## src/rtl/contador_modulo_n.sv

```systemverilog
// ----------------------------------------------------------------------------
// contador_modulo_n
//
// Modulo-N up/down counter with a small run-control FSM (IDLE / RUN / DONE).
// Built to be cascaded as a decade-style digit: tc of a lower digit drives
// en of the next one. In timer mode (STOP_AT_ZERO=1) a down-count halts at 0
// and the FSM parks in DONE until reloaded or restarted.
//
// Parameters
//   WIDTH        counter width in bits
//   MODULUS      count range 0..MODULUS-1 (2..2^WIDTH)
//   RESET_VAL    q value while reset is asserted (0..MODULUS-1)
//   STOP_AT_ZERO 1 = down-count halts at 0 (timer), 0 = down-count wraps
//
// Ports
//   clk1      in   clock, all state changes on its rising edge
//   reset     in   asynchronous, active-low reset
//   en        in   count enable (cascade input from lower digit's tc)
//   up        in   direction: 1 = increment, 0 = decrement
//   start     in   run request
//   stop      in   pause request (wins over start)
//   load      in   synchronous parallel load (wins over counting)
//   load_val  in   value written on load, saturated to MODULUS-1
//   q         out  registered count
//   tc        out  combinational terminal count (carry/borrow out)
//   zero      out  combinational, high when q == 0
//   done      out  registered, high while the FSM is in DONE
// ----------------------------------------------------------------------------
module contador_modulo_n #(
    parameter int WIDTH        = 4,
    parameter int MODULUS      = 10,
    parameter int RESET_VAL    = 0,
    parameter int STOP_AT_ZERO = 1
) (
    input  logic             clk1,
    input  logic             reset,
    input  logic             en,
    input  logic             up,
    input  logic             start,
    input  logic             stop,
    input  logic             load,
    input  logic [WIDTH-1:0] load_val,
    output logic [WIDTH-1:0] q,
    output logic             tc,
    output logic             zero,
    output logic             done
);

    localparam logic [WIDTH-1:0] Q_MAX   = WIDTH'(MODULUS - 1);
    localparam logic [WIDTH-1:0] Q_RESET = WIDTH'(RESET_VAL);
    localparam logic             TIMER   = (STOP_AT_ZERO != 0);

    typedef enum logic [1:0] {
        IDLE = 2'd0,
        RUN  = 2'd1,
        DONE = 2'd2
    } state_t;

    state_t           state;
    state_t           state_next;
    logic [WIDTH-1:0] q_next;
    logic             step;
    logic             at_max;
    logic             at_zero;
    logic             halt;

    // Loads above the top of the range are clamped so q never leaves it.
    function automatic logic [WIDTH-1:0] saturate(input logic [WIDTH-1:0] v);
        return (v > Q_MAX) ? Q_MAX : v;
    endfunction

    assign at_max  = (q == Q_MAX);
    assign at_zero = (q == '0);

    // A qualifying count edge: running, enabled, and not overridden by load.
    assign step = (state == RUN) && en && !load;

    // Timer mode reaching the bottom: hold at 0 and finish instead of wrapping.
    assign halt = step && !up && at_zero && TIMER;

    // State register; done is registered from the next state so it tracks
    // DONE exactly without a combinational path from the inputs.
    always_ff @(posedge clk1 or negedge reset) begin
        if (!reset) begin
            state <= IDLE;
            done  <= 1'b0;
        end else begin
            state <= state_next;
            done  <= (state_next == DONE);
        end
    end

    // Next-state logic, highest priority first.
    always_comb begin
        state_next = state;
        if (load && (state == DONE)) begin
            state_next = IDLE;
        end else if (stop && (state == RUN)) begin
            state_next = IDLE;
        end else if (start && ((state == IDLE) || (state == DONE))) begin
            state_next = RUN;
        end else if (halt) begin
            state_next = DONE;
        end
    end

    // Outputs. A halting timer digit must not borrow from its neighbour,
    // so the down-direction terminal count only exists in wrap mode.
    always_comb begin
        tc   = step && (up ? at_max : (at_zero && !TIMER));
        zero = at_zero;
    end

    // Count datapath.
    always_comb begin
        q_next = q;
        if (load) begin
            q_next = saturate(load_val);
        end else if (step) begin
            if (up) begin
                q_next = at_max ? '0 : q + WIDTH'(1);
            end else if (!at_zero) begin
                q_next = q - WIDTH'(1);
            end else if (!TIMER) begin
                q_next = Q_MAX;
            end
        end
    end

    always_ff @(posedge clk1 or negedge reset) begin
        if (!reset) begin
            q <= Q_RESET;
        end else begin
            q <= q_next;
        end
    end

endmodule

```

## config.mk

```make
export PLATFORM = sky130hd
export DESIGN_NAME = contador_modulo_n
export DESIGN_NICKNAME = d
export VERILOG_FILES = /design/src/rtl/contador_modulo_n.sv
export SDC_FILE = /design/constraint.sdc
export NUM_CORES = 1
export LEC_CHECK = 0
export BUFFER_PORTS_ARGS = -buffer_cell sky130_fd_sc_hd__buf_2
export CORE_UTILIZATION = 43
export DETAILED_ROUTE_END_ITERATION = 10
export PLACE_DENSITY = 0.72
export SYNTH_ARGS = -nofsm -noshare
export SYNTH_HDL_FRONTEND = slang
export SYNTH_SLANG_ARGS = --single-unit
```

## constraint.sdc

```tcl
create_clock -name clk1 -period 1.8 [get_ports clk1]
set_clock_uncertainty 0.05 [all_clocks]
set_input_delay 0 -clock clk1 [delete_from_list [all_inputs] [get_ports clk1]]
set_output_delay 0 -clock clk1 [all_outputs]
set_load 0.02 [all_outputs]
```

==> metrics.md <==
| Metric | Value |
|---|---|
| Fillers | `100` |
| Drt first-iter violations | `14` |
| Clk slew on worst S/H paths | `about 0.050 ns` |
| Initial Utilization | `0.4870` |
| PortBufs | `17` |
| Worst IR drop on VDD | `around 0.00056 V` |
| Maxcap violations | `0` |
| Synth Area in XOR/XNOR | `0.03111` |
| RSZ-0062 raised after global routing | `false` |
| Main synth FF type | `dfrtp_1` |
| Req. time, crit path | `between 1.5 and 2 ns` |
| Worst slew pin tran | `roughly 0.28 ns` |
| HPWL Detailed | `1047 microns` |
| Multiplexer share of the synthesized area | `0.01778` |
| Status | `finished clean` |
| Post-Synth Adder-Cell Area | `0.08889` |
| Tmin final | `~1.8 ns` |
| Fin. max-slew vios | `0` |
| Vias per cell | `between 5 and 6` |
| Hold WS | `roughly 0.032 ns` |
| Clock tree root driver cell | `clkbuf_4` |
| Vias in the first global route | `524` |
| # rows | `12` |
| Simple-gate share of the synthesized area | `0.2533` |
| Pwr/cell area | `about 740 nW/um^2` |
| Ys async rst share | `1.000` |
| DRT met1 WL | `652 microns` |
| Main combinational cell family by area after synthesis | `simple AND/OR/NAND/NOR gates` |
| Number of distinct library cells after synthesis | `34` |
| Vias | `about 630` |
| Cts bufs inserted | `3` |
| Setup TNS Final | `0 ns` |
| Final net count | `112` |
| Post-Syn Nets | `a little over 80` |
| Synthesized instance count | `67` |
| Worst Path Class, Setup | `reg2reg` |
| Top Layer Used | `met4` |
| Finish-stage setup viols | `0` |
| Die Ht | `between 30 and 40 microns` |
| Fin. Hold Viols | `0` |
| Fmax | `between 0.5 and 0.6 GHz` |
| DRT Pass-1 Iters | `4` |
| Met3 routed WL | `around 66 microns` |
| Initial antenna violation count | `0` |
| Total power | `just under 0.6 mW` |
| Die Area | `1458 sq um` |
| Post-route insts no fill | `110` |
| Syn Std Cell Area | `between 500 and 600 sq um` |
| Slew headroom | `0.8108` |
| Fin crit share | `0.9730` |
| DRC | `0` |
| Clk_lat worst skew | `roughly 0.26 ns` |
| Ports | `18` |
| Antenna viol nets, final | `0` |
| Worst setup margin | `0.04863 ns` |
| H-tree depth | `1` |
| Largest net degree at the start of global routing | `11` |
| Area grow syn2layout | `40.22%` |
| Drt total wl | `between 1500 and 2000 microns` |
| Number of register bits inferred by synthesis | `7` |
| Post-synth EDFFs | `0` |
| Post-synthesis compound-gate area fraction | `0.2289` |
| Share of layout cells above drive strength 1 | `0.3646` |
| HP Class | `in2reg` |
| CTS tree | `yes` |
| First-pass GRT wire length | `approximately 2300 microns` |
| Setup crit start kind | `flop` |
| Met2 wire length | `about 800 microns` |
| N_diodes | `0` |
| Ys Warns | `0` |
| Inst Count DP | `just under 100` |
| Leakage | `0.3727 nW` |
| Core area | `between 1000 and 1500 sq um` |
| Total gr overflow | `0` |
| Pre-CTS WS | `approximately 0.049 ns` |
| Num Clock Sinks | `7` |
| Tot GR Track Use | `0.2586` |
| Chip width | `approximately 38 microns` |
| RD Place Congestion | `between 0.8 and 0.9` |
| CTS max path bufs | `2` |
| CP max FO | `3` |
| Crit end category | `flop` |
| Avg WL per Cell | `14.33 microns` |
| Post-synthesis sequential area ratio | `0.3111` |
| Worst endpoint data arrival time | `~1.9 ns` |
| Mean Syn Cell Area | `between 8 and 9 sq um` |
## timing repair
action | in CTS | in global routing
endpoints found under the setup margin | 0 | 2
buffers inserted | 0 | 1
hold buffers | 6 | 0
hold endpoints to repair | 12 | 0
gates resized for setup | 0 | 1
## cell type report
class                   instances  area [sq um]  area share
repair buffers                 28         182.7      0.2314
flip-flops and latches          7         177.7      0.2250
well taps                      14         17.52     0.02219
multi-input cells              52         366.6      0.4643
clock buffers                   4         26.28     0.03328
inverters                       5         18.77     0.02377
## cells in the mapped netlist (2+ instances only)
| master | count | area share |
|---|---|---|
| nor3_1 | 3 | 0.027 |
| nand2_1 | 5 | 0.033 |
| o21ai_0 | 7 | 0.062 |
| o22ai_1 | 2 | 0.022 |
| nand3_1 | 3 | 0.027 |
| a21oi_1 | 3 | 0.027 |
| inv_1 | 5 | 0.033 |
| ha_1 | 4 | 0.089 |
| a31oi_1 | 2 | 0.022 |
| dfrtp_1 | 7 | 0.31 |
| nor2_1 | 3 | 0.020 |
## cell families after synthesis
group	after synthesis
AND/OR/NAND/NOR	24
AO/OA/AOI/OAI	21
buffers and inverters	8
flip-flops	7
adder cells (fa/ha/maj)	4
XOR/XNOR	2
multiplexers	1
## stage by stage
stage	instance area (sq um)	util
floorplan	583.1	-
finish	789.5	0.6829
global placement	695.7	0.6017
detailed placement	695.7	0.6017
global route	789.5	0.6829
CTS	782.0	0.6764
## final timing paths
| path | from | endpoint | slack, ns | depth (start not counted) |
|---|---|---|---|---|
| min in group asynchronous | reset | state[1]$_DFF_PN0_ | 0.05 | 2 |
| max in group asynchronous | reset | q[0]$_DFFE_PN0P_ | 1.48 | 2 |
| min | load | q[2]$_DFFE_PN0P_ | 0.03 | 2 |
| min reg2reg | state[0]$_DFF_PN0_ | state[0]$_DFF_PN0_ | 0.49 | 1 |
| max reg2reg | q[0]$_DFFE_PN0P_ | state[1]$_DFF_PN0_ | 0.05 | 6 |
| max | q[0]$_DFFE_PN0P_ | state[1]$_DFF_PN0_ | 0.05 | 6 |
## cells in the final DEF, fill, tap and decap left out, drive strengths merged, types with 3 or more instances in the layout
cell type	instances
nor3	3
nand3	3
clkbuf	4
dfrtp	7
ha	4
nand2	5
buf	22
inv	5
o21ai	8
a21oi	3
dlygate4sd3	6
nor2	4
## worst max-delay path: stages, from the launching register on
cell	delay [ns]
dfrtp_2	0.41
inv_2	0.08
ha_4	0.14
or4b_4	0.45
or3_4	0.36
nor2_2	0.08
o22a_1	0.13
## registers in the layout (all words and copies together) (netlist names)
register	cells
q	4
state	2
done	1
## metal layers
metal	track usage	up-vias
met3	0.08721	10
met5	0	-
met1	0.2717	292
li1	-	303
met2	0.4364	22
met4	0.1607	0
## where the power goes
group          internal [mW]  total, mW  switching, mW
combinational          0.107      0.243          0.136
sequential             0.176      0.190         0.0147
clock                 0.0849      0.148         0.0634
total                  0.368      0.582          0.214
Note: power is estimated with default switching activity, not from simulation.
